## src/rtl/sparce_sasa_table.sv

```systemverilog
// Skip-Address-Slot-Array table: software-programmed skip entries looked up by fetch PC.
// Latency: lookup result registered 1 cycle after the PC edge; table writes visible the cycle after commit.
// Backpressure: none; stores are never refused, lookup stage simply holds while if_ex_enable is low.
//
// Ports:
//   CLK, nRST                      clock, synchronous active-low reset
//   pc, if_ex_enable               fetch PC and lookup-stage advance
//   sasa_addr/sasa_data/sasa_wen   configuration store port (entry write / clear-all)
//   sasa_hit, sasa_pc, sasa_rs1, sasa_rs2, sasa_cond, sasa_insts   registered lookup result
//   sasa_busy                      first word of a two-word entry write has been taken
module sparce_sasa_table #(
    parameter int unsigned SASA_ENTRIES  = 16,
    parameter logic [31:0] SASA_ADDR     = 32'h0000_1024,
    parameter logic [31:0] SASA_CLR_ADDR = 32'h0000_1028
) (
    input  logic        CLK,
    input  logic        nRST,
    input  logic [31:0] pc,
    input  logic        if_ex_enable,
    input  logic [31:0] sasa_addr,
    input  logic [31:0] sasa_data,
    input  logic        sasa_wen,
    output logic        sasa_hit,
    output logic [31:0] sasa_pc,
    output logic [4:0]  sasa_rs1,
    output logic [4:0]  sasa_rs2,
    output logic [1:0]  sasa_cond,
    output logic [15:0] sasa_insts,
    output logic        sasa_busy
);
    localparam int unsigned IDX_W = (SASA_ENTRIES > 1) ? $clog2(SASA_ENTRIES) : 1;

    typedef enum logic {IDLE, GOT_PC} state_e;

    typedef struct packed {
        logic [29:0] tag;
        logic [4:0]  rs1;
        logic [4:0]  rs2;
        logic [1:0]  cond;
        logic [15:0] insts;
    } entry_t;

    // Table storage; only the valid bits need a reset value.
    entry_t                  table_q [SASA_ENTRIES];
    logic [SASA_ENTRIES-1:0] valid_q, valid_d;
    logic [IDX_W-1:0]        rr_ptr_q, rr_ptr_d;
    state_e                  state_q, state_d;
    logic [29:0]             pc_lat_q, pc_lat_d;

    // Registered lookup stage
    logic        hit_q;
    logic [31:0] pc_q;
    logic [4:0]  rs1_q, rs2_q;
    logic [1:0]  cond_q;
    logic [15:0] insts_q;

    // Store decode
    logic st_wen, clr_wen;
    assign st_wen  = sasa_wen && (sasa_addr == SASA_ADDR);
    assign clr_wen = sasa_wen && (sasa_addr == SASA_CLR_ADDR);

    // Word 1 of an entry write combined with the latched trigger PC
    entry_t new_entry;
    assign new_entry = '{tag:   pc_lat_q,
                         rs1:   sasa_data[31:27],
                         rs2:   sasa_data[26:22],
                         cond:  sasa_data[21:20],
                         insts: sasa_data[15:0]};

    // Bits of the inputs that carry no meaning for this block
    logic unused_bits;
    assign unused_bits = ^{pc[1:0], sasa_data[19:16]};

    // Commit-side tag match: does the latched PC already own a slot?
    logic             cm_hit;
    logic [IDX_W-1:0] cm_idx;
    always_comb begin
        cm_hit = 1'b0;
        cm_idx = '0;
        for (int i = 0; i < SASA_ENTRIES; i++) begin
            if (valid_q[i] && (table_q[i].tag == pc_lat_q)) begin
                cm_hit = 1'b1;
                cm_idx = IDX_W'(i);
            end
        end
    end

    // Lookup-side match against the pre-write table contents; tags are unique
    // so at most one slot can contribute.
    logic        lk_hit;
    logic [4:0]  lk_rs1, lk_rs2;
    logic [1:0]  lk_cond;
    logic [15:0] lk_insts;
    always_comb begin
        lk_hit   = 1'b0;
        lk_rs1   = '0;
        lk_rs2   = '0;
        lk_cond  = '0;
        lk_insts = '0;
        for (int i = 0; i < SASA_ENTRIES; i++) begin
            if (valid_q[i] && (table_q[i].tag == pc[31:2])) begin
                lk_hit   = 1'b1;
                lk_rs1   = table_q[i].rs1;
                lk_rs2   = table_q[i].rs2;
                lk_cond  = table_q[i].cond;
                lk_insts = table_q[i].insts;
            end
        end
    end

    // Write FSM next state and commit placement
    logic             tbl_we;
    logic [IDX_W-1:0] tbl_idx;
    always_comb begin
        state_d  = state_q;
        pc_lat_d = pc_lat_q;
        valid_d  = valid_q;
        rr_ptr_d = rr_ptr_q;
        tbl_we   = 1'b0;
        tbl_idx  = rr_ptr_q;
        if (clr_wen) begin
            // Clear also aborts a half-written entry
            valid_d  = '0;
            rr_ptr_d = '0;
            state_d  = IDLE;
        end else if (st_wen) begin
            if (state_q == IDLE) begin
                pc_lat_d = sasa_data[31:2];
                state_d  = GOT_PC;
            end else begin
                state_d = IDLE;
                if (new_entry.insts == 16'd0) begin
                    // Zero-length skip means "remove"; absent tag is a no-op
                    if (cm_hit) begin
                        valid_d[cm_idx] = 1'b0;
                    end
                end else if (cm_hit) begin
                    // Update in place so a tag never occupies two slots
                    tbl_we  = 1'b1;
                    tbl_idx = cm_idx;
                end else begin
                    tbl_we            = 1'b1;
                    tbl_idx           = rr_ptr_q;
                    valid_d[rr_ptr_q] = 1'b1;
                    rr_ptr_d          = (rr_ptr_q == IDX_W'(SASA_ENTRIES - 1)) ? '0 : rr_ptr_q + 1'b1;
                end
            end
        end
    end

    always_ff @(posedge CLK) begin
        if (!nRST) begin
            state_q  <= IDLE;
            pc_lat_q <= '0;
            valid_q  <= '0;
            rr_ptr_q <= '0;
            hit_q    <= 1'b0;
            pc_q     <= '0;
            rs1_q    <= '0;
            rs2_q    <= '0;
            cond_q   <= '0;
            insts_q  <= '0;
        end else begin
            state_q  <= state_d;
            pc_lat_q <= pc_lat_d;
            valid_q  <= valid_d;
            rr_ptr_q <= rr_ptr_d;
            if (tbl_we) begin
                table_q[tbl_idx] <= new_entry;
            end
            if (if_ex_enable) begin
                hit_q   <= lk_hit;
                pc_q    <= pc;
                rs1_q   <= lk_rs1;
                rs2_q   <= lk_rs2;
                cond_q  <= lk_cond;
                insts_q <= lk_insts;
            end
        end
    end

    assign sasa_hit   = hit_q;
    assign sasa_pc    = pc_q;
    assign sasa_rs1   = rs1_q;
    assign sasa_rs2   = rs2_q;
    assign sasa_cond  = cond_q;
    assign sasa_insts = insts_q;
    assign sasa_busy  = (state_q == GOT_PC);

endmodule

```

## config.mk

```make
export PLATFORM = sky130hd
export DESIGN_NAME = sparce_sasa_table
export DESIGN_NICKNAME = d
export VERILOG_FILES = /design/src/rtl/sparce_sasa_table.sv
export SDC_FILE = /design/constraint.sdc
export NUM_CORES = 2
export LEC_CHECK = 0
export CORE_MARGIN = 2
export CORE_UTILIZATION = 45
export DETAILED_ROUTE_END_ITERATION = 10
export GPL_TIMING_DRIVEN = 0
export HOLD_SLACK_MARGIN = 0.08
export PLACE_DENSITY = 0.64
export SYNTH_ARGS = -nofsm -noshare
export SYNTH_HDL_FRONTEND = slang
export SYNTH_SLANG_ARGS = --single-unit
```

## constraint.sdc

```tcl
create_clock -name CLK -period 12.3 [get_ports CLK]
set_input_delay 3.075 -clock CLK [delete_from_list [all_inputs] [get_ports CLK]]
set_output_delay 3.075 -clock CLK [all_outputs]
set_load 0.03 [all_outputs]
```

## Word level (Yosys, flattened, before mapping)

Memories as Yosys holds them, arrays and structs flattened.
Index checks and enable logic that the tools add are counted.

| word-level totals | value |
|---|---|
| word-level logic and storage cells | 234 |
| input port bits | 100 |
| flip-flop bits (word level) | 112 |
| bits in writable memories | 928 |
| memories | 1 |

| cells by class | value |
|---|---|
| bitwise operators | 8 |
| magnitude comparators | 4 |
| equal/unequal tests | 37 |
| reductions and logical operators | 41 |
| muxes and demuxes | 132 |
| $add $sub $neg | 1 |

Memories:

| name | words | width | read ports | clocked after memory_dff | write ports | line | RTL |
|---|---|---|---|---|---|---|---|
| table_q | 16 | 58 | 16 | 0 | 1 | 44 | `entry_t table_q [SASA_ENTRIES];` |

Operator list:

| operator | count |
|---|---|
| 30-bit equality test | 32 |
| 16-bit two-way mux | 19 |
| 5-bit two-way mux | 32 |
| 4-bit two-way mux | 20 |
| 32-bit by 13-bit equality test with 1-bit output (second input constant) | 2 |
| 1-bit two-way mux | 43 |
| 1-bit logical AND | 36 |
| 2-bit two-way mux | 16 |
| 16-bit AND | 1 |
| 16-bit zero test | 1 |
| 16-bit NOT | 1 |
| 16-bit OR | 1 |
| 4-bit by 5-bit < comparator with 1-bit output (second input constant) | 2 |
| 1-bit demux with 4-bit select | 2 |
| 4-bit by 1-bit greater-or-equal comparator with 1-bit output (second input constant) | 2 |
| 4-bit AND reduction | 2 |
| 1-bit NOT | 5 |
| 4-bit by 1-bit adder with 4-bit output (second input constant) | 1 |
| 4-bit equality test (second input constant) | 1 |
| 3-bit AND reduction | 1 |
| 2-bit by 1-bit inequality test with 1-bit output (second input constant) | 1 |
| 2-bit inequality test (second input constant) | 1 |
| 2-bit OR reduction | 1 |

## Logic depth before layout (Yosys ltp)

An unclocked memory read counts as a cell.

| depth | value |
|---|---|
| depth after elaboration | 26 |
| depth in mapped cells | 17 |

## Worst setup path before layout

Ideal clock, no wire load.

| timing | value |
|---|---|
| kind | input port to flip-flop |
| from | input sasa_addr[7] |
| to | memory table_q[11][0] (netlist bit), enable pin |
| arrival time | 10.175 ns |
| cell stages on the path | 9 |
| slack | 1.508 ns |
| path buffers | 1 |
| data required time | 11.683 ns |
| setup time | 0.617 ns |
| cell sequence | nor4b_1 nand4_1 nor2_1 nand4_1 a21o_1 inv_1 o22ai_4 buf_6 nor4_1 |

| between the ends | value |
|---|---|
| longest elaborated chain between the ends | 7 |
| elaborated cells between the ends (all ways) | 11 |

RTL lines:

| what | line | RTL |
|---|---|---|
| start, declared | 20 | `input logic [31:0] sasa_addr,` |
| 32-bit by 13-bit equality test with 1-bit output | 59 | `assign st_wen = sasa_wen && (sasa_addr == SASA_ADDR);` |
| 1-bit logical AND | 59 |  |
| 1-bit two-way mux | 126 | `end else if (st_wen) begin` |
| 1-bit two-way mux | 121 | `if (clr_wen) begin` |
| 1-bit two-way mux | 168 | `if (tbl_we) begin` |
| 1-bit two-way mux | 152 | `if (!nRST) begin` |
| 1-bit two-way mux (implied by the code) | 169 | `table_q[tbl_idx] <= new_entry;` |
| end, declared | 44 |  |

Parallel ways exist; a longest one is shown, timed or not.

## Worst setup path in the final report

| timing | value |
|---|---|
| from | input sasa_data[8] |
| to | memory table_q[7][36] (netlist bit), enable pin |

| between the ends | value |
|---|---|
| longest elaborated chain between the ends | 8 |
| elaborated cells between the ends (all ways) | 12 |

RTL lines:

| what | line | RTL |
|---|---|---|
| start, declared | 21 | `input logic [31:0] sasa_data,` |
| 16-bit zero test * | 132 | `if (new_entry.insts == 16'd0) begin` |
| 1-bit two-way mux | 132 |  |
| 1-bit two-way mux | 127 | `if (state_q == IDLE) begin` |
| 1-bit two-way mux | 126 |  |
| 1-bit two-way mux | 121 |  |
| 1-bit two-way mux | 168 |  |
| 1-bit two-way mux | 152 |  |
| 1-bit two-way mux (implied by the code) | 169 |  |

Mark *: on every way between the ends. The rest lies on a longest branch, timed or not.

==> summary.txt <==
status -> finished with violations
failing checks -> max-capacitance violations, max-slew violations
Hold Vio Cnt, Final -> 0
DRT Pass-1 Iters -> 5
Setup WS pre-CTS -> 3760 ps
# port buffers -> 130
GR Overflow Total -> 0
measured slew at the worst slew-check pin -> 1770 ps
Die Ht -> 331 um
syn_nets -> 3,765
Req. time, crit path -> 12,720 ps
worst vdd ir -> 0.000116 V
worst min path class -> register to register
mean post-synth cell area -> 13.2 sq um
commonest register cell after synthesis -> edfxtp_1
critical path peak fanout -> 18
vias in the first global route -> 32,300
total CTS buffers -> 109
vias per cell -> 6.22
CTS Sinks -> 1,040
count of state elements after synthesis -> 1,040
fin crit period -> 7900 ps
CTS max path bufs -> 3
Final Slew Violations -> 127
Starting Density -> 45.2%
area grow syn2layout -> 15.5%
min-delay src -> table_q[15][18]
Die X -> 331 um
DRC viols -> 0
largest net degree at the start of global routing -> 59
CTS Hold Buffers Added -> 0
max-cap check violation count -> 8
Leak -> 17.2 nW
sequential-to-total area share from yosys stat -> 62.4%
Slew headroom -> -18.1%
global-route wire length before repair -> 247,000 um
Post-CTS Resized -> 0
Syn Inst Count -> 3,660
Routed WL -> 179,000 um
Power per Cell Area -> 134 nW/um^2
initial antenna violation count -> 8
maximum clock rate -> 0.127 GHz
worst hold margin -> 447 ps
final period utilization -> 64.2%
EDFF count, synth -> 928
HPWL Detailed -> 114,000 um
clk_lat worst skew -> 720 ps
GPL Wtd Cong -> 0.981
Crit. End Element -> register
dominant cells by area after synthesis -> edfxtp_1, xnor2_1, dfxtp_1
Async SR Flop Fraction -> 0%
via count -> 34,100
Setup-failing EPs final -> 0
Site Rows -> 120
Tot GR Track Use -> 31.9%
DRT antenna net count -> 0
startpoint types -> input pin
setup TNS -> 0 ps
clock-pin slew on the worst setup and hold paths -> 60 ps
Core Region -> 107,000 sq um
H-tree depth -> 3
Worst R2R Start -> pc_lat_q[1]
Synth warnings -> 0
setup repair after global routing missed its margin -> false
Die ar. -> 110,000 sq um
post-CTS setup buffers -> 0
Fill cells -> 9,128
Root Driver -> clkbuf_16
design area -> 55,700 sq um
share of the synthesized area in the top cell type -> 57.8%
share of cells above drive strength 1 -> 11.9%
TritonCTS clock tree -> yes
Core Util, Final -> 52.3%
Ports -> 162
worst setup margin -> 4400 ps
fin nets -> 4,083
Layout Cells excl Fill -> 5,482
CP startpoint -> sasa_data[8]
number of distinct library cells after synthesis -> 71
WP data arrival -> 8320 ps
clk_skew -> 43.7 ps
cell area after synthesis -> 48,200 sq um
DP Area -> 52,100 sq um
PnR Total Power -> 7.48 mW
per-cell routed wire length -> 32.6 um
initial DRC count -> 6,102
critical path class -> input pin to register
Placed Cells -> 5,270
cell taking the most area after synthesis -> edfxtp_1
[path summary, 6_finish.rpt]
check	to	cells past startpoint	slack [ps]
worst max-delay path	table_q[7][36]	15	4400
worst max register to register	table_q[7][36]	18	4880
worst min register to register	sasa_rs2[0]	2	450
worst min-delay path	sasa_rs2[0]	2	450
[logic make-up (layout without fill, tap and decap cells)]
family / count (synthesis) / count (layout) / synth area share (%)
DFF: 1040 / 1040 / 62.4
other: 0 / 5 / 0
adders and majority gates: 5 / 5 / 0.130
and+or+nand+nor: 955 / 955 / 10.5
AOI/OAI and AO/OA: 405 / 405 / 5.83
xor gates and xnor gates: 957 / 957 / 17.4
muxes: 38 / 38 / 0.789
buffers and inverters: 260 / 674 / 2.91
[registers in the layout, summed over array words and instances (netlist names)]
register    cells
table_q       928
sasa_pc        32
pc_lat_q       30
sasa_insts     16
valid_q        16
sasa_rs1        5
sasa_rs2        5
rr_ptr_q        4
sasa_cond       2
sasa_busy       1
sasa_hit        1
[cells in the final DEF, fill, tap and decap left out, types with 28 or more instances in the layout]
cell type	instances
edfxtp_1	928
xnor2_1	725
nand2_1	245
nand4_1	231
xor2_1	230
nor2_1	147
clkdlybuf4s50_1	130
a21oi_1	118
clkbuf_16	113
nor4_1	95
clkbuf_1	94
dfxtp_1	91
buf_4	90
buf_2	90
a22oi_1	52
nand3_1	47
nor3_1	40
mux2i_1	38
buf_6	37
a211oi_1	31
or3_1	29
o211ai_1	28
o21ai_1	28
or2_2	28
[synthesized netlist by cell type, types with 8 or more instances]
cell type and count:
edfxtp_1 928, xnor2_1 725, nand2_1 245, nand4_1 231, xor2_1 230, nor2_1 147
a21oi_1 118, dfxtp_1 112, nor4_1 104, buf_2 90, clkbuf_1 73, a22oi_1 52
nand3_1 47, nor3_1 40, mux2i_1 38, a211oi_1 31, buf_6 29, or3_1 29
o211ai_1 28, o21ai_1 28, or2_2 28, inv_1 27, nand3b_1 27, buf_4 26
a211o_1 25, o2111a_1 25, o31ai_1 25, a31oi_1 19, o21ai_0 19, buf_1 13
or4_1 9, and4_1 8
[layout make-up]
cell class	instances	area (sq um)	share of cell area, %
buffer	231	1290	2.32
antenna	5	12.5	0.0225
multi-input combinational	2360	16800	30.2
clock buffer	145	3060	5.49
timing repair buffer	207	1980	3.55
clock inverter	62	566	1.02
tap	1403	1760	3.15
inverter	29	109	0.195
sequential	1040	30100	54.1
[metal layers]
layer	routed length [um]	share of wire, %	track usage, %
met1	68100	38	44.6
met2	75200	42	45.9
met3	25400	14	8.24
met4	10100	5.7	16.4
met5	0	0	0
[where the power goes]
group / leakage (nW) / switching, mW / internal [mW] / total (mW)
logic: 7.13 / 0.192 / 0.0950 / 0.287
registers: 8.25 / 0.00431 / 3.82 / 3.82
clock network: 1.77 / 1.45 / 1.92 / 3.37
total: 17.2 / 1.65 / 5.83 / 7.48
[critical path: stages]
cell and delay (ps):
clkdlybuf4s50_1 850, nor4_1 690, nand4_1 570, nand4_1 450, o21ai_0 180, a211oi_1 520, inv_1 230, nor4_2 310
buf_4 260, buf_4 200, buf_4 200, buf_4 190, buf_4 200, buf_6 170, buf_4 190
Note: power is estimated with default switching activity, not from simulation.
